File: src/rtl/wb_tick_pkg.sv
// Register map, CTRL bit positions, FSM encoding and reset period of the tick scheduler.
// Constants only: no latency, no flow control.
package wb_tick_pkg;
    localparam int CNT_W = 28;

    localparam logic [29:0] ADR_CTRL   = 30'h3ffffff8;
    localparam logic [29:0] ADR_STATUS = 30'h3ffffff9;
    localparam logic [29:0] ADR_PERIOD = 30'h3ffffffa;
    localparam logic [29:0] ADR_COUNT  = 30'h3ffffffb;

    localparam int CTRL_EN      = 0;
    localparam int CTRL_ONESHOT = 1;
    localparam int CTRL_IE      = 2;

    localparam logic [CNT_W-1:0] PERIOD_DEFAULT = 28'h00fffff;

    typedef enum logic [1:0] {
        ST_IDLE = 2'b00,
        ST_RUN  = 2'b01,
        ST_DONE = 2'b10
    } state_t;
endpackage

File: src/rtl/wb_tick_counter.sv
// Free-running tick counter, zeroed on expiry; expire is combinational from the registered count.
// Always advances while run=1; clear has priority and takes effect at the next edge.
module wb_tick_counter
    import wb_tick_pkg::*;
(
    input  logic             CLK_I,
    input  logic             rst_n,
    input  logic             clear,
    input  logic             run,
    input  logic [CNT_W-1:0] period,
    output logic [CNT_W-1:0] count,
    output logic             expire
);
    // >= rather than == keeps count bounded by period under any sequencing
    assign expire = run && (count >= period);

    always_ff @(posedge CLK_I or negedge rst_n) begin
        if (!rst_n) begin
            count <= '0;
        end else if (clear) begin
            count <= '0;
        end else if (run) begin
            count <= expire ? '0 : count + 1'b1;
        end
    end
endmodule

File: src/rtl/wb_tick_sched.sv
// Wishbone-mapped periodic/one-shot tick scheduler with sticky interrupt; ACK/RTY one cycle after strobe.
// No wait states: every transfer completes in one cycle; PERIOD writes while running are refused with RTY.
module wb_tick_sched
    import wb_tick_pkg::*;
(
    input  logic        CLK_I,
    input  logic        RST_N_I,
    input  logic [29:0] ADR_I,
    input  logic [31:0] DAT_I,
    input  logic        WE_I,
    input  logic        STB_I,
    input  logic        CYC_I,
    output logic [31:0] DAT_O,
    output logic        ACK_O,
    output logic        RTY_O,
    output logic        interrupt_o
);
    logic [1:0]       rst_sync;
    logic             rst_n;
    state_t           state;
    logic [2:0]       ctrl;
    logic [CNT_W-1:0] period;
    logic             irq;
    logic [CNT_W-1:0] count;
    logic             expire;
    logic             start, wr, rd;
    logic             period_busy, period_wr, ctrl_wr, status_rd;
    logic             cnt_clear, cnt_run;
    logic [31:0]      rd_dat;
    logic             unused_dat;

    // Assert passes straight through; release is re-timed to CLK_I
    always_ff @(posedge CLK_I or negedge RST_N_I) begin
        if (!RST_N_I) rst_sync <= 2'b00;
        else          rst_sync <= {rst_sync[0], 1'b1};
    end
    assign rst_n = rst_sync[1];

    assign start       = CYC_I & STB_I & ~ACK_O & ~RTY_O;
    assign wr          = start & WE_I;
    assign rd          = start & ~WE_I;
    assign period_busy = wr && (ADR_I == ADR_PERIOD) && (state == ST_RUN);
    assign period_wr   = wr && (ADR_I == ADR_PERIOD) && (state != ST_RUN);
    assign ctrl_wr     = wr && (ADR_I == ADR_CTRL);
    assign status_rd   = rd && (ADR_I == ADR_STATUS);
    assign cnt_run     = (state == ST_RUN);
    // Restarting from IDLE/DONE or stopping zeroes the count; re-enabling while running does not
    assign cnt_clear   = ctrl_wr && (!DAT_I[CTRL_EN] || state != ST_RUN);
    assign unused_dat  = ^DAT_I[31:28];

    always_comb begin
        rd_dat = '0;
        case (ADR_I)
            ADR_CTRL:   rd_dat = {29'b0, ctrl};
            ADR_STATUS: rd_dat = {29'b0, state, irq};
            ADR_PERIOD: rd_dat = {4'b0, period};
            ADR_COUNT:  rd_dat = {4'b0, count};
            default:    rd_dat = '0;
        endcase
    end

    wb_tick_counter u_counter (
        .CLK_I  (CLK_I),
        .rst_n  (rst_n),
        .clear  (cnt_clear),
        .run    (cnt_run),
        .period (period),
        .count  (count),
        .expire (expire)
    );

    always_ff @(posedge CLK_I or negedge rst_n) begin
        if (!rst_n) begin
            state       <= ST_IDLE;
            ctrl        <= '0;
            period      <= PERIOD_DEFAULT;
            irq         <= 1'b0;
            ACK_O       <= 1'b0;
            RTY_O       <= 1'b0;
            DAT_O       <= '0;
            interrupt_o <= 1'b0;
        end else begin
            ACK_O       <= start & ~period_busy;
            RTY_O       <= period_busy;
            DAT_O       <= rd ? rd_dat : '0;
            interrupt_o <= irq & ctrl[CTRL_IE];

            // Expiry outranks the clear-on-read of STATUS
            if (expire)         irq <= 1'b1;
            else if (status_rd) irq <= 1'b0;

            if (period_wr) period <= DAT_I[CNT_W-1:0];

            if (expire && ctrl[CTRL_ONESHOT]) begin
                state         <= ST_DONE;
                ctrl[CTRL_EN] <= 1'b0;
            end
            // A software CTRL write overrides a coincident one-shot completion
            if (ctrl_wr) begin
                ctrl  <= DAT_I[2:0];
                state <= DAT_I[CTRL_EN] ? ST_RUN : ST_IDLE;
            end
        end
    end
endmodule

File: config.mk
export PLATFORM = sky130hd
export DESIGN_NAME = wb_tick_sched
export DESIGN_NICKNAME = d
export VERILOG_FILES = /design/src/rtl/wb_tick_pkg.sv /design/src/rtl/wb_tick_counter.sv /design/src/rtl/wb_tick_sched.sv
export SDC_FILE = /design/constraint.sdc
export NUM_CORES = 1
export LEC_CHECK = 0
export ABC_AREA = 1
export ABC_CLOCK_PERIOD_IN_PS = 3640
export CAP_MARGIN = 20
export CORE_ASPECT_RATIO = 1.4
export CORE_MARGIN = 2
export CORE_UTILIZATION = 52
export CTS_BUF_LIST = sky130_fd_sc_hd__clkbuf_4
export DETAILED_ROUTE_END_ITERATION = 6
export DONT_BUFFER_PORTS = 1
export PLACE_DENSITY = 0.78
export SYNTH_ARGS = -nofsm -noshare
export SYNTH_HDL_FRONTEND = slang
export SYNTH_SLANG_ARGS = --single-unit
File: constraint.sdc
create_clock -name CLK_I -period 3.64 [get_ports CLK_I]
set_input_delay 0.182 -clock CLK_I [delete_from_list [all_inputs] [get_ports CLK_I]]
set_output_delay 0.182 -clock CLK_I [all_outputs]
set_load 0.03 [all_outputs]
# Yosys cells after proc, flatten, opt, wreduce, memory -nomap -nowiden
# Cells that the tools add are included.
totals:
  reg_bits: 99
  inputBits: 67
  output_inout_bits: 35
  elab_cells: 55
classes:
  n_addsub: 1
  magnitude_cmp: 1
  eq_ne: 6
  mux: 12
  n_bitwise: 11
  reduce_logical: 13
op_table:
  columns: ["cell", "n"]
  rows:
  - ["$eq A30 B30 Y1 const B", 4]
  - ["$pmux W28 S4", 1]
  - ["$mux W28", 3]
  - ["$mux W32", 1]
  - ["$add A28 B1 Y28 const B", 1]
  - ["$ge A28 B28 Y1", 1]
  - ["$logic_and A1 B1 Y1", 8]
  - ["$and A1 B1 Y1", 7]
  - ["$reduce_bool A2 Y1", 3]
  - ["$mux W1", 5]
  - ["$mux W2", 2]
  - ["$not A1 Y1", 4]
  - ["$eq A2 B1 Y1 const B", 1]
  - ["$ne A2 B1 Y1 const B", 1]
  - ["$logic_not A1 Y1", 1]
  - ["$logic_or A1 B1 Y1", 1]

# Logic depth before layout (Yosys ltp)
# Gate-level depths: netlist of run 1.
logic_depth:
  depth_word: 8
  ltp_mapped: 14
  depth_no_buf: 13

# Cells and area by module
# From an unflattened synthesis of run 1, not the netlist that was laid out.
unflattened:
  cells_unflattened: 867
  area_unflattened_um2: 6439.9
by_module_without_submodules:
  columns: ["mod", "instances", "cells_each", "area_each_um2", "seq_area_each_um2"]
  rows:
  - ["wb_tick_sched", 1, 411, 3616.0, 1676.6]
  - ["wb_tick_counter", 1, 456, 2824.0, 700.7]

# Worst setup path after synthesis of run 1
# OpenSTA, ideal clock, no wires.
synth_path:
  path_type: "reg2reg"
  startpoint: "reg period[11]"
  endpoint: "reg u_counter.count[12]"
  setup_time_ps: 121
  arrival_ps: 1831
  required_time_ps: 3519
  setup_slack_ps: 1688
  path_stages_with_launch: 15
  n_path_buf: 1
  period_less_slack_ps: 1952
  cell_sequence: "dfstp_2 inv_1 ha_1 nand2_1 nor2_1 nand2_1 nor2_1 nand2_1 nand2_1 nor2_1 nand2_1 nand2_1 nand2_2 buf_2 nor2_1"
synth_via:
  elab_chain_cells: 5
synth_lines:
  columns: ["item", "line_no", "rtl"]
  rows:
  - ["start: declaration", "wb_tick_sched.sv:22", "logic [CNT_W-1:0] period;"]
  - ["start signal: assignment", "wb_tick_sched.sv:92", "if (period_wr) period <= DAT_I[CNT_W-1:0];"]
  - ["$ge A28 B28 Y1", "wb_tick_counter.sv:15", "assign expire = run && (count >= period);"]
  - ["$logic_and A1 B1 Y1", "wb_tick_counter.sv:15", null]
  - ["$mux W28", "wb_tick_counter.sv:23", "count <= expire ? '0 : count + 1'b1;"]
  - ["$mux W28", "wb_tick_counter.sv:22", "end else if (run) begin"]
  - ["$mux W28", "wb_tick_counter.sv:20", "end else if (clear) begin"]
  - ["end signal: assignment", "wb_tick_counter.sv:23", null]
  - ["end: declaration", "wb_tick_counter.sv:11", "output logic [CNT_W-1:0] count,"]
# Every way passes these cells. The select of a mux whose other input is x is not followed.
# A chain may end at the register's enable or synchronous reset.

# Final worst setup path of run 1
layout_path:
  startpoint: "reg period[19]"
  endpoint: "reg u_counter.count[16]"
# Same word-level chain as after synthesis.

==> results.json, run 1 <==
{
  "start_util_pct": 52.8,
  "finalSetupViolations": 0,
  "first_global_vias": 4900,
  "synth_ff_type": "dfrtp_1",
  "hold_viol_final": 0,
  "clk_pin_slew_ps": 150,
  "wl_met3_um": 527,
  "crit_path_start": "period[19]$_DFFE_PN1P_",
  "cp_max_fo": 17,
  "startpoint_type": "flop",
  "cts_resized": 0,
  "vdd_drop_max_mv": 0.125,
  "required_ps": 3980,
  "cp-end-kind": "flop",
  "vias": 4831,
  "area_growth_pct": 10.0,
  "core_area_mm2": 0.0108,
  "period_needed_ps": 2590,
  "drtIter0Drc": 220,
  "tritoncts": "built",
  "port_buffers": 0,
  "setup_tns_ps": 0,
  "cap_viol_max_count": 0,
  "die_h_um": 128,
  "gr-total-overflow": 0,
  "clkPwrFrac_pct": 35.9,
  "viasPerCell": 5.20,
  "relSlewSlack_pct": 57.6,
  "synth_seq_cells": 94,
  "outcome": "finished, final reports clean",
  "num_rows": 45,
  "dpl.hpwl_mm": 9.45,
  "wl_met2_mm": 6.99,
  "fmax_mhz": 386,
  "max_slew.worst_pin.slew_ps": 635,
  "power.switching_uw": 407,
  "cts_root_buf": "clkbuf_4",
  "grtUsageTotal_pct": 23.4,
  "syn_area_mm2": 0.00568,
  "wl_met1_mm": 5.12,
  "crit_path_end": "u_counter.count[16]$_DFFE_PN0P_",
  "grt_first_pass_wirelength_mm": 21.9,
  "ys_async_sr_fraction_pct": 100,
  "routedWlPerCell_um": 13.9,
  "final_nets": 878,
  "syn_area_per_cell_um2": 7.54,
  "grt_max_degree": 83,
  "reg2reg_setup_slack_ps": 1050,
  "synthCells": 753,
  "rsz0062_at_grt": "no",
  "synth_seq_area_share_pct": 41.9,
  "synth_cell_types": 38,
  "n_fill_cell": 1002,
  "switching_share_pct": 23.1,
  "synth_edf_count": 0,
  "powerDensity_mw_per_mm2": 282,
  "drc": 0,
  "reg2reg_depth": 13,
  "die_w_um": 92.3,
  "dieArea_mm2": 0.0118,
  "whs_ps": 53.8,
  "cts_sinks": 94,
  "period_share_pct": 71.2,
  "ant_nets": 0,
  "internal_power_mw": 1.36,
  "clock_path_buffers": 2,
  "leakage_nw": 2.89,
  "maxSlewViolCount": 0,
  "clkLatencyLatePin_ps": 470,
  "finalWirelength_mm": 12.9,
  "gp_congestion": 0.892,
  "combPwrFrac_pct": 4.3,
  "drive_gt1_share_pct": 9.91,
  "fin_skew_ps": 15.0,
  "cts_buffers": 9,
  "arrival_ps": 2940,
  "reg2reg_from": "period[19]$_DFFE_PN1P_",
  "crit_type": "reg2reg",
  "htree_levels": 3,
  "reg2reg_to": "u_counter.count[16]$_DFFE_PN0P_",
  "top_layer": "met4",
  "yosys_warnings": 0,
  "min_path_type": "in2reg",
  "drt_first_pass_iters": 4,
  "antenna_found_initial": 1,
  "io_pins": 102,
  "sequentialPowerShare_pct": 59.8
}
[kinds of logic (layout without fill, tap and decap cells)]
kind of cell    Yosys count  in the layout  synth area share (%)
simple gates            373            373                  28.8
other cells               2              6                 0.132
fa+ha+maj                29             29                  6.39
flops                    94             94                  41.9
compound gates           83             83                  9.30
buf+inv                 164            195                  12.3
xor+xnor                  8              8                  1.23
[per-layer routing]
metal | track usage, % | vias to the layer above
met5 | 0 | -
met4 | 10.4 | 0
met3 | 3.42 | 22
met2 | 43.9 | 113
met1 | 26.0 | 2290
li1 | - | 2406
[worst min-delay path by stage]
stage                                        to  startpoint  cells after the start
after floorplan           rst_sync[0]$_DFF_PN0_     RST_N_I                      0
after global placement    rst_sync[0]$_DFF_PN0_     RST_N_I                      0
after detailed placement  rst_sync[0]$_DFF_PN0_     RST_N_I                      0
after CTS                       ACK_O$_DFF_PN0_       CYC_I                      3
after global routing            ACK_O$_DFF_PN0_       CYC_I                      3
final                           ACK_O$_DFF_PN0_       CYC_I                      3
[power by group through the flow]
stage | Clock, mW | Sequential, mW | Combinational, mW
global placement | 0 | 1.09 | 0.0283
global route | 0.692 | 1.06 | 0.0845
floorplan | 0 | 1.08 | 0.0270
finish | 0.634 | 1.05 | 0.0751
detailed placement | 0 | 1.09 | 0.0299
CTS | 0.652 | 1.07 | 0.0587
[flip-flops by register name (all words and copies together), names as in the netlist]
signal           flops
ACK_O                1
DAT_O               28
RTY_O                1
ctrl                 2
interrupt_o          1
irq                  1
period              28
rst_sync             2
state                2
u_counter.count     28
[cells in the mapped netlist, types with 5 or more instances]
library cell | n | share of area, %
nand4_1 | 9 | 0.99
buf_2 | 5 | 0.44
a21oi_1 | 13 | 1.1
xor2_1 | 8 | 1.2
nand3_1 | 42 | 3.7
buf_6 | 8 | 1.6
nand3b_1 | 6 | 0.79
inv_1 | 139 | 9.2
nor2_1 | 86 | 5.7
dfrtp_1 | 74 | 33
dfstp_2 | 20 | 9.3
nor3_1 | 14 | 1.2
ha_1 | 29 | 6.4
o21ai_1 | 11 | 0.97
o21ai_0 | 11 | 0.97
o21ai_2 | 20 | 3.1
o22ai_1 | 26 | 2.9
nand2_1 | 195 | 13
[critical path, stage by stage, from the launching register on]
cell	delay, ps
dfstp_2	560
inv_1	50
ha_1	290
nand2_1	60
inv_1	80
nand3_1	140
nor2_1	170
nand2_1	70
nand2_1	60
nor2_1	40
nand2_1	90
nand2_1	300
nand2_2	420
nor2_1	110
[per-stage QoR]
step / utilization (%) / cell area [um^2] / setup slack, ps / cells / power (mW)
after global placement: 53.2 / 5720 / 1160 / 877 / 1.11
after CTS: 57.8 / 6210 / 1040 / 927 / 1.78
after detailed placement: 53.2 / 5720 / 1080 / 877 / 1.12
after global routing: 58.1 / 6240 / 869 / 929 / 1.83
final: 58.1 / 6240 / 1050 / 929 / 1.76
after floorplan: - / 5690 / 863 / 756 / 1.11
[what timing repair did]
item | in CTS | in global routing
buffers inserted | 0 | 0
hold buffers | 34 | 0
setup endpoints to repair | 0 | 0
endpoints found under the hold margin | 37 | 0
[placed cells by master (no fill, tap or decap), drive strengths merged]
cell and instances:
and2 1, o21ai 42, o21bai 1, nand3 46, o21a 1, xor2 8
nand2 199, clkinvlp 2, nor3b 2, conb 5, diode 1, buf 3
clkinv 3, dlygate4sd3 34, nor3 15, and3 1, clkbuf 9, dfstp 20
a21oi 13, nor4 1, ha 29, bufinv 2, o22ai 26, inv 142
nand4 9, nor2 92, or2 1, nand3b 6, dfrtp 74
[cell type report]
class	count	area [um^2]	area share (%)
repair buffers	37	383	6.13
clock buffers	9	67.6	1.08
inverters	142	533	8.54
multi-input cells	498	2610	41.8
well taps	141	176	2.83
diodes	1	2.50	0.0401
clock inverters	7	88.8	1.42
flip-flops and latches	94	2380	38.1
(Power assumes the default switching activity.)
==> run 2: changes to the inputs <==
ABC_CLOCK_PERIOD_IN_PS = 2180   (was 3640)
PLACE_DENSITY = 0.81   (was 0.78)
clock period = 2.18 ns   (was 3.64 ns; I/O delays follow)
==> run 2 against run 1 <==
- setup slack lost 970 ps
- hold slack lost 31 ps
- non-clock buffer count grew 26
- count of clock-buffer cells in the layout grew 2
- clock skew grew 5.1 ps
- sequential cell count is the same
- total power grew 61%
- routed wire length grew 8.5%
- maximum frequency grew 24%
- critical path depth grew 1
- utilization grew 4.1 points
- largest cell class unchanged
- highest routed layer unchanged
==> results.json, run 2 (same netlist as run 1, synthesis figures left out) <==
{
  "routedWlPerCell_um": 14.7,
  "finalSetupViolations": 0,
  "vdd_drop_max_mv": 0.259,
  "ant_nets": 0,
  "cp_max_fo": 8,
  "arrival_ps": 2460,
  "outcome": "finished, final reports clean",
  "crit_type": "reg2reg",
  "design_area_mm2": 0.00669,
  "clk_pin_slew_ps": 150,
  "num_rows": 45,
  "port_buffers": 0,
  "finalWirelength_mm": 14.0,
  "dpl.hpwl_mm": 9.53,
  "gr-total-overflow": 0,
  "drt_first_pass_iters": 5,
  "final_nets": 904,
  "startpoint_type": "flop",
  "place_ws_ps": 75.3,
  "required_ps": 2540,
  "n_fill_cell": 883,
  "final_cells": 955,
  "core_area_mm2": 0.0108,
  "drc": 0,
  "grt_first_pass_wirelength_mm": 22.4,
  "tritoncts": "built",
  "cts_root_buf": "clkbuf_4",
  "max_slew.worst_pin.slew_ps": 664,
  "powerDensity_mw_per_mm2": 425,
  "cts_sinks": 94,
  "fmax_mhz": 476,
  "period_needed_ps": 2100,
  "clock_path_buffers": 2,
  "dieArea_mm2": 0.0118,
  "die_h_um": 128,
  "area_growth_pct": 17.8,
  "final_common_cell": "nand2_1",
  "hold_viol_final": 0,
  "gp_congestion": 0.917,
  "io_pins": 102,
  "layout_common_cells": "nand2_1 (186), inv_1 (135), nor2_1 (77)",
  "period_share_pct": 96.3,
  "placed_cells_incl_taps": 895,
  "fin_skew_ps": 20.1,
  "leakage_nw": 3.09,
  "cp-end-kind": "flop",
  "placed_area_mm2": 0.00588,
  "vias": 5118,
  "first_global_vias": 4983,
  "min_path_type": "in2reg",
  "grt_max_degree": 57,
  "grtUsageTotal_pct": 23.8,
  "cts_buffers": 9,
  "timing.final.ws_setup_ps": 80.1,
  "maxSlewViolCount": 0,
  "htree_levels": 3,
  "relSlewSlack_pct": 55.8,
  "reg_top3": "DAT_O: 28 flops, period: 28 flops, u_counter.count: 28 flops",
  "antenna_found_initial": 1,
  "viasPerCell": 5.36,
  "clkLatencyLatePin_ps": 470,
  "drtIter0Drc": 422,
  "die_w_um": 92.3,
  "drive_gt1_share_pct": 16.5,
  "start_util_pct": 52.8,
  "cap_viol_max_count": 0
}
-- run 2: changes by cell type in the layout (fill, tap and decap cells not counted), sizes merged --
cell / change
dlygate4sd3: +3
buf: +21
clkinv: +1
clkinvlp: -2
bufinv: -1
clkbuf: +4
-- run 2: path summary, 6_finish.rpt --
kind                                       start                             end  slack (ps)  depth (start not counted)
setup / recovery           period[8]$_DFFE_PN1P_  u_counter.count[4]$_DFFE_PN0P_          80                         14
hold / removal                             STB_I                 RTY_O$_DFF_PN0_          20                          4
setup reg to reg           period[8]$_DFFE_PN1P_  u_counter.count[4]$_DFFE_PN0P_          80                         14
hold reg to reg            rst_sync[1]$_DFF_PN0_             DAT_O[16]$_DFF_PN0_         330                          0
max in group asynchronous  rst_sync[1]$_DFF_PN0_           period[2]$_DFFE_PN1P_        1180                          1
min in group asynchronous  rst_sync[1]$_DFF_PN0_             DAT_O[16]$_DFF_PN0_         330                          0
-- run 2: metrics by stage --
stage	power [mW]	hold slack (ps)	util, %	setup TNS (ps)
after floorplan	1.85	-187	-	0
after global placement	1.87	-187	54.7	0
after detailed placement	1.87	-187	54.7	0
after CTS	2.85	10.1	59.3	0
after global routing	2.94	40.9	62.2	-604
final	2.84	22.9	62.2	0
-- run 2: routing by layer --
| metal | track usage (%) | wire (um) | vias up |
|---|---|---|---|
| li1 | - | - | 2457 |
| met1 | 26.5 | 5150 | 2404 |
| met2 | 43.9 | 7510 | 206 |
| met3 | 4.07 | 777 | 51 |
| met4 | 11.2 | 606 | 0 |
| met5 | 0 | 0 | - |
-- run 2: critical path, cell delays in order (launching register included) --
cell and delay, ps:
dfstp_2 560, inv_1 60, ha_1 300, nand2_2 60
nor2_4 120, nand2_2 80, nor2_2 100, nand2_1 50
nand2_1 60, nor2_1 40, nand2_1 100, nand2_2 90
nand2_4 130, clkbuf_16 170, nor2_1 50
-- run 2: report_power, final --
group          leakage, nW  switching, mW  internal, mW
sequential            1.22         0.0153          1.75
combinational         1.80         0.0656        0.0589
clock               0.0736          0.585         0.368
total                 3.09          0.666          2.18
-- run 2: cell type report --
type / instances / area (um^2) / share of cell area [%]
clock buffer: 11 / 82.6 / 1.24
sequential: 94 / 2380 / 35.6
antenna: 1 / 2.50 / 0.0374
clock inverter: 5 / 50.0 / 0.749
tap: 141 / 176 / 2.64
inverter: 142 / 533 / 7.97
multi-input combinational: 498 / 2830 / 42.3
timing repair buffer: 63 / 629 / 9.41
-- run 2: repair_timing --
action                                  CTS  global route
hold buffers                             37             0
endpoints found under the setup margin    0            52
setup buffers                             0             4
endpoints found under the hold margin    43             0
gates resized for setup                   0            46
==> run 3: changes to the inputs <==
ABC_CLOCK_PERIOD_IN_PS = 2400   (was 2180)
CELL_PAD_IN_SITES_DETAIL_PLACEMENT = 1   (was unset)
CELL_PAD_IN_SITES_GLOBAL_PLACEMENT = 1   (was unset)
CORE_UTILIZATION = 48   (was 52)
PLACE_DENSITY = 0.93   (was 0.81)
clock period = 2.4 ns   (was 2.18 ns; I/O delays follow)
==> run 3 against run 2 <==
- hold slack improved by 2.0 ps
- final area decreased by 4.5%
- critical path depth unchanged
- sequential power decreased by 9%
- register-to-register slack improved by 110 ps
- non-clock buffer count decreased by 14
- clock skew decreased by 5.1 ps
- largest cell class unchanged
- highest routed layer unchanged
==> results.json, run 3 (same netlist as run 1, synthesis figures left out) <==
{
  "internal_power_mw": 2.07,
  "drive_gt1_share_pct": 11.8,
  "die_w_um": 95.9,
  "viasPerCell": 5.48,
  "area_growth_pct": 12.5,
  "cts_root_buf": "clkbuf_4",
  "drc": 0,
  "min_from": "STB_I",
  "sequentialPowerShare_pct": 58.7,
  "max_slew.worst_pin.slew_ps": 710,
  "grtUsageTotal_pct": 27.6,
  "whs_endpoint": "RTY_O$_DFF_PN0_",
  "gp_congestion": 0.913,
  "switching_share_pct": 24.0,
  "start_util_pct": 48.5,
  "power.switching_uw": 653,
  "top_layer": "met4",
  "clk_pin_slew_ps": 160,
  "combPwrFrac_pct": 4.3,
  "rsz0062_at_grt": "no",
  "vdd_drop_max_mv": 0.212,
  "startpoint_type": "flop",
  "die_h_um": 133,
  "finalWirelength_mm": 16.7,
  "reg_top3": "DAT_O: 28 flops, period: 28 flops, u_counter.count: 28 flops",
  "cp_max_fo": 12,
  "htree_levels": 3,
  "period_needed_ps": 2210,
  "clock_path_buffers": 2,
  "cp-end-kind": "flop",
  "crit_path_start": "period[11]$_DFFE_PN1P_",
  "grt_first_pass_wirelength_mm": 27.0,
  "fin_skew_ps": 15.1,
  "maxSlewViolCount": 0,
  "core_area_mm2": 0.0117,
  "post_cts_buffers": 0,
  "num_rows": 47,
  "layout_common_cells": "nand2_1 (195), inv_1 (138), nor2_1 (82)",
  "hold_viol_final": 0,
  "cap_viol_max_count": 0,
  "final_nets": 890,
  "dieArea_mm2": 0.0127,
  "min_path_cells": 4,
  "finalSetupViolations": 0,
  "clkPwrFrac_pct": 37.0,
  "reg2reg_setup_slack_ps": 190,
  "leakage_nw": 2.94,
  "outcome": "finished, final reports clean",
  "period_share_pct": 92.1,
  "relSlewSlack_pct": 52.7,
  "fmax_mhz": 453,
  "setup_tns_ps": 0,
  "io_pins": 102,
  "min_path_type": "in2reg",
  "routedWlPerCell_um": 17.7,
  "reg2reg_depth": 14,
  "vias": 5190,
  "arrival_ps": 2580,
  "final_common_cell": "nand2_1",
  "cts_buffers": 9,
  "drt_first_pass_iters": 4,
  "wl_met2_mm": 9.25,
  "wl_met3_um": 565,
  "clkLatencyLatePin_ps": 470,
  "gr-total-overflow": 0,
  "timing.final.ws_setup_ps": 191,
  "crit_type": "reg2reg",
  "first_global_vias": 5552,
  "tritoncts": "built",
  "ant_nets": 0,
  "powerDensity_mw_per_mm2": 427,
  "required_ps": 2770,
  "grt_max_degree": 57,
  "drtIter0Drc": 162,
  "wl_met1_mm": 6.36,
  "cts_sinks": 94,
  "place_ws_ps": 98.7,
  "antenna_found_initial": 1,
  "reg2reg_to": "u_counter.count[22]$_DFFE_PN0P_",
  "port_buffers": 0,
  "dpl.hpwl_mm": 11.7,
  "reg2reg_from": "period[11]$_DFFE_PN1P_"
}
run 3: changes by cell type in the layout (fill, tap and decap cells not counted), moves of 3 or more:
cell and change:
ha_4 -8, inv_2 -4, nor2_1 +5, nand2_2 -8
inv_1 +3, nor2_4 -4, ha_1 +8, nand2_1 +9
clkinvlp_4 +4, buf_4 -11
run 3: power groups by stage:
stage,combinational [mW],clock (mW),sequential [mW]
after floorplan,0.0409,0,1.64
after global placement,0.0667,0,1.63
after detailed placement,0.0711,0,1.63
after CTS,0.118,1.01,1.60
after global routing,0.132,1.09,1.60
final,0.117,1.01,1.60
run 3: what timing repair did:
item | CTS | global route
hold buffers | 37 | 0
resized for setup | 0 | 10
hold endpoints to repair | 38 | 0
endpoints found under the setup margin | 0 | 27
run 3: final cells by class:
type / instances / area [um^2]
antenna: 1 / 2.50
clock buffer: 10 / 75.1
clock inverter: 6 / 86.3
fill: 1492 / 5320
inverter: 142 / 537
multi-input combinational: 498 / 2650
sequential: 94 / 2380
tap: 147 / 184
timing repair buffer: 49 / 477
run 3: worst max path at each step:
stage	end	slack (ps)	cells past startpoint
2_1_floorplan	u_counter.count[12]$_DFFE_PN0P_	450	14
3_3_place_gp	u_counter.count[16]$_DFFE_PN0P_	250	13
3_5_place_dp	u_counter.count[16]$_DFFE_PN0P_	100	13
4_1_cts	u_counter.count[11]$_DFFE_PN0P_	30	13
5_1_grt	u_counter.count[1]$_DFFE_PN0P_	6	14
6_report	u_counter.count[22]$_DFFE_PN0P_	190	14
run 3: critical path: stages, from the launching register on:
cell     delay (ps)
dfstp_2         560
inv_1            60
ha_1            310
nand2_1         110
nor2_2          140
nand2_1         100
nor2_1          130
nand2_1          60
nand2_1          70
nor2_1           50
nand2_1          90
nand2_1         120
buf_6           190
nand3_1          90
nand2_1          60
run 3: metal layers:
layer	vias up	global-route usage [%]
met5	-	0
met4	0	11.7
met3	37	4.21
met2	136	51.1
met1	2593	30.3
li1	2424	-
run 3: stage by stage:
stage,hold WS [ps],util [%],instance area (um^2),cells,power (mW)
after detailed placement,-176,49.7,5810,893,1.70
final,24.9,54.6,6390,947,2.72
after floorplan,-176,-,5690,756,1.68
after CTS,3.95,54.2,6340,946,2.73
after global routing,31.0,54.6,6390,947,2.83
after global placement,-176,49.7,5810,893,1.70
